`config.mk`:
```
export PLATFORM = sky130hd
export DESIGN_NAME = fmap_buffer
export DESIGN_NICKNAME = d
export VERILOG_FILES = /design/src/rtl/fmap_buffer_pkg.sv /design/src/rtl/fmap_bank_ram.sv /design/src/rtl/fmap_buffer.sv
export SDC_FILE = /design/constraint.sdc
export NUM_CORES = 2
export LEC_CHECK = 0
export ABC_AREA = 0
export CAP_MARGIN = 25
export CORE_MARGIN = 2
export CORE_UTILIZATION = 35
export DETAILED_ROUTE_END_ITERATION = 8
export PLACE_DENSITY_LB_ADDON = 0.1
export SETUP_SLACK_MARGIN = 0.15
export SKIP_LAST_GASP = 1
export SLEW_MARGIN = 20
export SYNTH_ARGS = -nofsm -noshare
export SYNTH_HDL_FRONTEND = slang
export SYNTH_SLANG_ARGS = --single-unit
```
`constraint.sdc`:
```
create_clock -name clk -period 3.55 [get_ports clk]
set_input_delay 1.065 -clock clk [delete_from_list [all_inputs] [get_ports clk]]
set_output_delay 1.065 -clock clk [all_outputs]
set_load 0.03 [all_outputs]
```
`src/rtl/fmap_buffer_pkg.sv`:
```
// Shared types and constants for the fmap_buffer ping-pong feature-map buffer.
package fmap_buffer_pkg;

    typedef enum logic [1:0] {
        BANK_EMPTY    = 2'd0,
        BANK_FILLING  = 2'd1,
        BANK_FULL     = 2'd2,
        BANK_DRAINING = 2'd3
    } bank_state_e;

    localparam int DEFAULT_DIM   = 14;
    localparam int DEFAULT_W     = 9;
    localparam int DEFAULT_FRAME = DEFAULT_DIM * DEFAULT_DIM;

    function automatic int frame_size(input int dim);
        return dim * dim;
    endfunction

    // Counter width that never collapses to zero bits for tiny sizes.
    function automatic int idx_width(input int n);
        return (n > 1) ? $clog2(n) : 1;
    endfunction

endpackage

```
`src/rtl/fmap_bank_ram.sv`:
```
// One frame bank: single write port, synchronous read port with a one-cycle latency.
module fmap_bank_ram
    import fmap_buffer_pkg::*;
#(
    parameter int DEPTH = DEFAULT_FRAME,
    parameter int W     = DEFAULT_W,
    parameter int AW    = idx_width(DEPTH)
) (
    input  logic                clk,
    input  logic                we,
    input  logic [AW-1:0]       waddr,
    input  logic signed [W-1:0] wdata,
    input  logic                re,
    input  logic [AW-1:0]       raddr,
    output logic signed [W-1:0] rdata
);

    logic [W-1:0] mem [DEPTH];

    always_ff @(posedge clk) begin
        if (we) begin
            mem[waddr] <= wdata;
        end
        if (re) begin
            rdata <= mem[raddr];
        end
    end

endmodule

```
`src/rtl/fmap_buffer.sv`:
```
// Two-bank ping-pong buffer between a pooling layer and the next layer.
// Optional statistics outputs are enabled with `define FMAP_BUFFER_STATS_EN.
module fmap_buffer
    import fmap_buffer_pkg::*;
#(
    parameter int DIM = DEFAULT_DIM,
    parameter int W   = DEFAULT_W
) (
    input  logic                clk,
    input  logic                reset,
    input  logic signed [W-1:0] in_data,
    input  logic                in_valid,
    output logic signed [W-1:0] out_data,
    output logic                out_valid,
    input  logic                out_ready,
    output logic                out_last,
    output logic                out_row_end,
`ifdef FMAP_BUFFER_STATS_EN
    output logic [15:0]         frame_count,
    output logic [15:0]         drop_count,
`endif
    output logic                drop
);

    localparam int FRAME = frame_size(DIM);
    localparam int AW    = idx_width(FRAME);
    localparam int CW    = idx_width(DIM);
    localparam logic [AW-1:0] LAST_IDX = AW'(FRAME - 1);
    localparam logic [CW-1:0] LAST_COL = CW'(DIM - 1);

    bank_state_e bank_state [2];

    logic          wr_bank;
    logic [AW-1:0] wr_idx;
    logic          stall;

    logic          rd_bank;
    logic [AW-1:0] rd_idx;
    logic [CW-1:0] rd_col;
    logic          rd_done;

    logic pend_valid, pend_last, pend_row_end, pend_bank;
    logic skid_valid, skid_last, skid_row_end;
    logic signed [W-1:0] skid_data;

    logic signed [W-1:0] ram_rdata [2];
    logic signed [W-1:0] pend_data;

    logic       wr_en, wr_last, xfer, frame_done, other_free;
    logic       rd_src_ok, rd_en, load_out;
    logic [1:0] occ;

    // Output handshake: a word moves when out_valid and out_ready are both high
    // at a rising edge; while out_valid is high and out_ready low, the word and
    // its flags hold, and out_valid never drops without a transfer.
    assign xfer       = out_valid && out_ready;
    assign frame_done = xfer && out_last;

    assign wr_en   = in_valid && !stall;
    assign wr_last = wr_en && (wr_idx == LAST_IDX);
    // A bank freed by the final transfer this cycle counts as free right away.
    assign other_free = (bank_state[~wr_bank] == BANK_EMPTY) ||
                        (frame_done && (rd_bank == ~wr_bank));

    assign rd_src_ok = (bank_state[rd_bank] == BANK_FULL) ||
                       ((bank_state[rd_bank] == BANK_DRAINING) && !rd_done);
    // Words already held or in flight after this edge; at most two fit.
    assign occ       = 2'(out_valid) + 2'(skid_valid) + 2'(pend_valid) - 2'(xfer);
    assign rd_en     = rd_src_ok && (occ < 2'd2);
    assign load_out  = !out_valid || xfer;

    assign pend_data = pend_bank ? ram_rdata[1] : ram_rdata[0];

    for (genvar g = 0; g < 2; g++) begin : g_bank
        fmap_bank_ram #(
            .DEPTH(FRAME),
            .W    (W),
            .AW   (AW)
        ) u_ram (
            .clk  (clk),
            .we   (wr_en && (wr_bank == 1'(g))),
            .waddr(wr_idx),
            .wdata(in_data),
            .re   (rd_en && (rd_bank == 1'(g))),
            .raddr(rd_idx),
            .rdata(ram_rdata[g])
        );
    end

    always_ff @(posedge clk or negedge reset) begin
        if (!reset) begin
            bank_state[0] <= BANK_EMPTY;
            bank_state[1] <= BANK_EMPTY;
        end else begin
            for (int i = 0; i < 2; i++) begin
                if (frame_done && (rd_bank == i[0])) begin
                    bank_state[i] <= BANK_EMPTY;
                end else if (rd_en && (rd_bank == i[0]) && (bank_state[i] == BANK_FULL)) begin
                    bank_state[i] <= BANK_DRAINING;
                end else if (wr_last && (wr_bank == i[0])) begin
                    bank_state[i] <= BANK_FULL;
                end else if (wr_en && (wr_bank == i[0]) && (bank_state[i] == BANK_EMPTY)) begin
                    bank_state[i] <= BANK_FILLING;
                end
            end
        end
    end

    // Writer: after a frame it always points at the other bank, stalling until
    // that bank has been drained.
    always_ff @(posedge clk or negedge reset) begin
        if (!reset) begin
            wr_bank <= 1'b0;
            wr_idx  <= '0;
            stall   <= 1'b0;
            drop    <= 1'b0;
        end else begin
            drop <= stall && in_valid;
            if (stall) begin
                if ((bank_state[wr_bank] == BANK_EMPTY) ||
                    (frame_done && (rd_bank == wr_bank))) begin
                    stall <= 1'b0;
                end
            end else if (wr_en) begin
                if (wr_last) begin
                    wr_idx  <= '0;
                    wr_bank <= ~wr_bank;
                    stall   <= !other_free;
                end else begin
                    wr_idx <= wr_idx + 1'b1;
                end
            end
        end
    end

    always_ff @(posedge clk or negedge reset) begin
        if (!reset) begin
            rd_bank      <= 1'b0;
            rd_idx       <= '0;
            rd_col       <= '0;
            rd_done      <= 1'b0;
            pend_valid   <= 1'b0;
            pend_last    <= 1'b0;
            pend_row_end <= 1'b0;
            pend_bank    <= 1'b0;
        end else begin
            pend_valid   <= rd_en;
            pend_last    <= (rd_idx == LAST_IDX);
            pend_row_end <= (rd_col == LAST_COL);
            pend_bank    <= rd_bank;
            if (rd_en) begin
                if (rd_idx == LAST_IDX) begin
                    rd_idx  <= '0;
                    rd_done <= 1'b1;
                end else begin
                    rd_idx <= rd_idx + 1'b1;
                end
                rd_col <= (rd_col == LAST_COL) ? '0 : rd_col + 1'b1;
            end
            if (frame_done) begin
                rd_bank <= ~rd_bank;
                rd_done <= 1'b0;
            end
        end
    end

    // Output register plus skid register: the skid catches the word already in
    // flight from the RAM when the downstream stage stalls.
    always_ff @(posedge clk or negedge reset) begin
        if (!reset) begin
            out_valid    <= 1'b0;
            out_data     <= '0;
            out_last     <= 1'b0;
            out_row_end  <= 1'b0;
            skid_valid   <= 1'b0;
            skid_data    <= '0;
            skid_last    <= 1'b0;
            skid_row_end <= 1'b0;
        end else begin
            if (load_out) begin
                if (skid_valid) begin
                    out_valid   <= 1'b1;
                    out_data    <= skid_data;
                    out_last    <= skid_last;
                    out_row_end <= skid_row_end;
                end else if (pend_valid) begin
                    out_valid   <= 1'b1;
                    out_data    <= pend_data;
                    out_last    <= pend_last;
                    out_row_end <= pend_row_end;
                end else begin
                    out_valid   <= 1'b0;
                    out_last    <= 1'b0;
                    out_row_end <= 1'b0;
                end
            end
            if (load_out && skid_valid) begin
                skid_valid   <= pend_valid;
                skid_data    <= pend_data;
                skid_last    <= pend_last;
                skid_row_end <= pend_row_end;
            end else if (!load_out && pend_valid) begin
                skid_valid   <= 1'b1;
                skid_data    <= pend_data;
                skid_last    <= pend_last;
                skid_row_end <= pend_row_end;
            end
        end
    end

`ifdef FMAP_BUFFER_STATS_EN
    always_ff @(posedge clk or negedge reset) begin
        if (!reset) begin
            frame_count <= '0;
            drop_count  <= '0;
        end else begin
            if (frame_done) begin
                frame_count <= frame_count + 16'd1;
            end
            if (stall && in_valid && (drop_count != 16'hFFFF)) begin
                drop_count <= drop_count + 16'd1;
            end
        end
    end
`endif

endmodule

```
Yosys cells after proc, flatten, opt, wreduce, memory -nomap -nowiden

Memories as Yosys holds them, arrays and structs flattened. A register that Yosys moved wholly into a read port is not among the register bits.
Index checks and enable logic that the tools add are counted.

Register bits after elaboration: 57
RAM bits: 3,528
Output and inout bits: 13
Memories kept: 2

$add $sub $neg: 6
$lt $le $gt $ge: 4
Eq/ne operators: 9
Multiplexer cells: 48
Bitwise gates (word level): 6
Reduce and logical (&&, ||, !) cells: 46

Memories:

| name                | depth | width | read ports | clocked after Yosys merged registers in | wr ports | line                | RTL |
|---|---|---|---|---|---|---|---|
| g_bank[0].u_ram.mem | 196   | 9     | 1          | 1                                       | 1        | fmap_bank_ram.sv:18 | `logic [W-1:0] mem [DEPTH];` |
| g_bank[1].u_ram.mem | 196   | 9     | 1          | 1                                       | 1        | fmap_bank_ram.sv:18 |  |

Operators with widths:

| operator            | number |
|---|---|
| $mux 9              | 5 |
| $mux 2              | 17 |
| $logic_and 1x1->1   | 23 |
| $mux 1              | 23 |
| $add 8x1->8 const B | 2 |
| $eq 8x8->1 const B  | 2 |
| $mux 8              | 2 |
| $eq 2x2->1 const B  | 4 |
| $logic_not 2->1     | 4 |
| $reduce_bool 2->1   | 4 |
| $reduce_bool 4->1   | 2 |
| $ge 2x2->1 const B  | 3 |
| $not 1->2           | 3 |
| $reduce_and 2->1    | 3 |
| $logic_not 1->1     | 5 |
| $add 4x1->4 const B | 1 |
| $eq 4x4->1 const B  | 1 |
| $logic_or 1x1->1    | 4 |
| $mux 4              | 1 |
| $not 1->1           | 3 |
| $reduce_and 3->1    | 1 |
| $add 1x1->2         | 1 |
| $add 2x1->2         | 1 |
| $eq 1x1->1          | 2 |
| 2 further kinds     | 2 |

Depth between registers and ports, before layout

Depth after elaboration: 12
Mapped depth: 12
Mapped depth without buffers: 11

Hierarchy

From an unflattened synthesis, not the netlist that was laid out.

Cell total of the unflattened synthesis: 6,979
Area total of the unflattened synthesis: 140,379.6 µm²

By module, submodules not included:

| module        | instances | cells an instance | area an instance (µm²) | seq. area each (µm²) |
|---|---|---|---|---|
| fmap_bank_ram | 2         | 3,353             | 68,787.2               | 53,241.1 |
| fmap_buffer   | 1         | 273               | 2,805.2                | 1,426.4 |

Worst setup path before layout

No wires, ideal clock.

Kind: input -> register
Start point: in out_ready
End point: reg bank_state[0] (netlist name)
Setup time: 0.066 ns
Arrival: 3.257 ns
Data required time: 3.484 ns
Slack: 0.227 ns
Stages on the path: 11
Path buffers: 0
Cell sequence: and2_1 ha_1 inv_1 ha_1 a21oi_1 xnor2_1 a211oi_1 and2_1 nand3b_1 o21ai_0 and2_1

Word-level cells in the longest chain between the ends: 8

RTL lines:

| item                   | line                | RTL |
|---|---|---|
| from (decl)            | fmap_buffer.sv:15   | `input logic out_ready,` |
| $logic_and 1x1->1 (*)  | fmap_buffer.sv:56   | `assign xfer = out_valid && out_ready;` |
| $sub 2x1->2 (*)        | fmap_buffer.sv:68   | `assign occ = 2'(out_valid) + 2'(skid_valid) + 2'(pend_valid) - 2'(xfer);` |
| $lt 2x2->1 (*)         | fmap_buffer.sv:69   | `assign rd_en = rd_src_ok && (occ < 2'd2);` |
| $logic_and 1x1->1 (*)  | fmap_buffer.sv:69   |  |
| $logic_and 1x1->1 (*)  | --                  |  |
| via g_bank[1].u_ram.re | fmap_bank_ram.sv:13 | `input logic re,` |
| $logic_and 1x1->1 (*)  | fmap_buffer.sv:98   | `end else if (rd_en && (rd_bank == i[0]) && (bank_state[i] == BANK_FULL)) begin` |
| $mux 2                 | fmap_buffer.sv:98   |  |
| $mux 2                 | fmap_buffer.sv:96   | `if (frame_done && (rd_bank == i[0])) begin` |
| to (decl)              | fmap_buffer.sv:31   | `bank_state_e bank_state [2];` |

The timed path passes the listed nets; every way through them passes the cells marked *.
A chain may end at the register's enable or synchronous reset.

==> flow_summary.json <==
{
  "fin_area_mm2": 0.169,
  "synthArstFlopShare": 0.0158,
  "yosys_warnings": 0,
  "max_slew.worst_pin.slew_ps": 1140,
  "synth_area_mm2": 0.139,
  "cts-root-buf": "clkbuf_16",
  "cts.sinks": 3603,
  "synth_ff_type": "edfxtp_1",
  "postSynthCellCount": 6591,
  "holdBufCountCts": 0,
  "power_leakage_nw": 56.1,
  "rsz0062_at_grt": "yes",
  "start_kind": "flip-flop",
  "drv_cap": 0,
  "p_sw_mw": 40.5,
  "crit_arrival_ps": 4170,
  "powerDensity_mw_per_mm2": 754,
  "max_slew_margin": 0.238,
  "p_int_mw": 87.2,
  "finalWirelength_mm": 451,
  "cp_num_buf_inv": 4,
  "p_comb_frac": 0.312,
  "slew_violations": 0,
  "status": "finished, final reports clean",
  "worstSetupPathType": "flip-flop to flip-flop",
  "syn_avg_cell_area_um2": 21.2,
  "ant_nets": 0,
  "io_pins": 26,
  "die_area_mm2": 0.403,
  "cp_cell_sequence": "buf_12, buf_6, buf_6, mux4_2, mux4_2, nor2_2, nor3_1, o21ai_1, buf_4, o2111ai_1, o311a_1",
  "cts_tree": "done",
  "yosys.area.top_type_share": 0.764,
  "first_pass_iters": 6,
  "antenna_found_initial": 36,
  "fin_skew_ps": 61.1,
  "via_per_inst": 5.40,
  "hold_ws_ps": 112,
  "grt_pass1_vias": 74500,
  "start_util": 0.352,
  "htreeDepth": 5,
  "p_sw_frac": 0.317,
  "crit_path_end_kind": "flip-flop",
  "synth_nets": 6611,
  "cp_top_family": "multiplexers",
  "wire_per_inst_um": 33.5,
  "area_growth_pct": 21.6,
  "ys_types": 68,
  "synth_edf_count": 3546,
  "vdd_drop_max_mv": 0.472,
  "die_w_um": 635,
  "numCtsBuffers": 396,
  "vias": 72700,
  "grt-ovfl-total": 0,
  "nets": 7921,
  "grt_pass1_wl_mm": 622,
  "finalWeightedCongestion": 0.822,
  "fin_crit_sh": 0.976,
  "final_hold_viol_count": 0,
  "power_frac_seq": 0.374,
  "drc": 0,
  "dp_hpwl_mm": 293,
  "chipHeight_um": 635,
  "min_period_ps": 3460,
  "critPathMaxFanout": 8,
  "core-area_mm2": 0.396,
  "slowest_stage": "mux4_2",
  "power_mw": 128,
  "clock_path_buffers": 4,
  "grtUsageTotal": 0.220,
  "yosysSeqAreaShare": 0.774,
  "slowest_delay_ps": 610,
  "drive_gt1_frac": 0.336,
  "clk_latency_ps": 980,
  "drtIter0Drc": 7511,
  "port_buffers": 25,
  "cp.required_ps": 4260,
  "setup_viol": 0,
  "core.rowCount": 231,
  "netlist_top_cells_area": "edfxtp_1, mux4_2, mux2i_1, nor2_1, dfrtp_1",
  "place_area_mm2": 0.156,
  "ys_ff_latch": 3603,
  "clk_pin_slew_ps": 60,
  "fmax_ghz": 0.289,
  "hp-class": "input pin to async pin",
  "grt_max_degree": 108,
  "yosysTopAreaCell": "edfxtp_1",
  "p_clk_frac": 0.315
}
==> flip-flops by register name (all words and copies together) (netlist names), 4 cells and up <==
| signal | cells |
|---|---|
| wr_idx | 8 |
| out_data | 9 |
| rd_col | 4 |
| g_bank.u_ram.mem | 3528 |
| rd_idx | 8 |
| skid_data | 9 |
| g_bank.u_ram.rdata | 18 |
| bank_state | 4 |
==> cells in the final DEF, fill, tap and decap left out, types with 9 or more instances in the layout <==
master	Yosys	final
mux2i_1	371	366
clkbuf_16	0	405
a221oi_1	45	35
nand2b_1	12	12
o21ai_0	59	54
dfrtp_1	57	49
nand2_1	174	153
buf_12	0	144
a21oi_1	75	74
bufinv_16	0	30
o221ai_1	19	15
nand2_4	0	16
clkdlybuf4s50_1	0	15
a22oi_1	171	166
nor2_2	1	11
and3_1	9	9
clkinv_1	2	84
nor2b_1	23	19
o22ai_1	14	12
a221oi_2	0	10
buf_6	27	26
a211oi_1	31	22
nand4_1	28	28
inv_1	16	16
clkinvlp_4	0	12
nor2_1	461	443
clkbuf_1	154	95
buf_16	0	18
mux4_2	797	797
nand3_1	82	80
edfxtp_1	3546	3546
buf_8	0	14
nor3_1	17	12
buf_4	68	1081
a22o_1	30	29
a31oi_1	17	16
and2_1	12	12
clkinv_2	0	79
==> through the flow <==
| stage | instances | setup slack (ps) | util | setup TNS [ps] |
|---|---|---|---|---|
| after floorplan | 6591 | 227 | - | 0 |
| after global placement | 12700 | -455 | 0.393 | -15350 |
| after detailed placement | 12700 | -486 | 0.393 | -10900 |
| after CTS | 13500 | 119 | 0.427 | 0 |
| after global routing | 13500 | 84.4 | 0.428 | 0 |
| final | 13500 | 85.5 | 0.428 | 0 |
==> path summary, 6_finish.rpt <==
check | cells past startpoint | to | startpoint | slack (ps)
worst min register to register | 2 | out_data[4]$_DFFE_PN0P_ | out_data[4]$_DFFE_PN0P_ | 480
worst max register to register | 11 | g_bank[0].u_ram.rdata[8]$_DFFE_PP_ | rd_idx[0]$_DFFE_PN0N_ | 90
min in group clk | 2 | out_data[4]$_DFFE_PN0P_ | out_data[4]$_DFFE_PN0P_ | 480
worst max-delay path | 11 | g_bank[0].u_ram.rdata[8]$_DFFE_PP_ | rd_idx[0]$_DFFE_PN0N_ | 90
max in group asynchronous | 2 | wr_idx[3]$_DFFE_PN0P_ | reset | 2670
worst min-delay path | 1 | out_data[2]$_DFFE_PN0P_ | reset | 110
==> what timing repair did <==
item,4_1_cts,5_1_grt
setup endpoints to repair,18,17
gates resized for setup,85,49
pin swaps,7,7
setup buffers,23,18
hold endpoints to repair,0,0
cloned,7,3
==> worst reg2reg max path, stage by stage (launching register included) <==
cell and delay (ps):
dfrtp_4 470, buf_12 200, buf_6 230, buf_6 180, mux4_2 610, mux4_2 570
nor2_2 150, nor3_1 60, o21ai_1 120, buf_4 150, o2111ai_1 240, o311a_1 230
==> synth_stat cells (5+ instances only) <==
library cell,count
and2_1,12
or3_1,8
nand2b_1,12
a2111oi_0,6
o21ai_0,59
ha_1,7
buf_1,14
nand3_1,82
buf_2,132
mux2_2,8
a221oi_1,45
nand3b_1,6
o221ai_1,19
o32ai_1,6
a21o_1,7
dfrtp_1,57
mux2i_1,371
a22oi_1,171
nor2_1,461
and3_1,9
buf_4,68
buf_6,27
inv_1,16
nor2b_1,23
edfxtp_1,3546
a211o_1,5
o22ai_1,14
a22o_1,30
clkbuf_1,154
nor4_1,10
xnor2_1,7
nand2_1,174
mux4_2,797
a31oi_1,17
a21oi_1,75
nand4_1,28
a211oi_1,31
nor3_1,17
==> layer usage <==
metal  vias up  share of wire  wire length (um)  global-route usage
met2      2258           0.48            219000               0.365
met4         0          0.026             11700              0.0534
met3       516          0.052             23400              0.0247
li1      30200              -                 -                   -
met5         -              0                 0                   0
met1     39800           0.44            197000               0.312
==> kinds of logic (layout without fill, tap and decap cells) <==
kind of cell	after synthesis	count (layout)	share of synthesized area
buffers and inverters	414	2052	0.0156
xor gates and xnor gates	11	11	0.000691
other	0	8	0
muxes	1176	1176	0.156
adders and majority gates	7	7	0.000628
DFF	3603	3603	0.774
and+or+nand+nor	859	859	0.0266
AOI/OAI and AO/OA	521	521	0.0267
==> layout make-up <==
type	count	area (um^2)
diodes	8	20.0
clock buffers	497	10400
clock inverters	229	2130
fillers	34400	227000
inverters	19	85.1
multi-input cells	2574	30000
flip-flops and latches	3603	108000
well taps	5242	6560
repair buffers	1307	12400
==> power by group through the flow <==
| stage | Sequential [mW] | Combinational [mW] | Clock [mW] |
|---|---|---|---|
| after floorplan | 48.5 | 20.0 | 0 |
| after global placement | 48.7 | 38.5 | 0 |
| after detailed placement | 48.7 | 38.5 | 0 |
| after CTS | 47.7 | 40.0 | 41.1 |
| after global routing | 47.7 | 41.4 | 42.6 |
| final | 47.7 | 39.8 | 40.2 |
(Power assumes the default switching activity.)
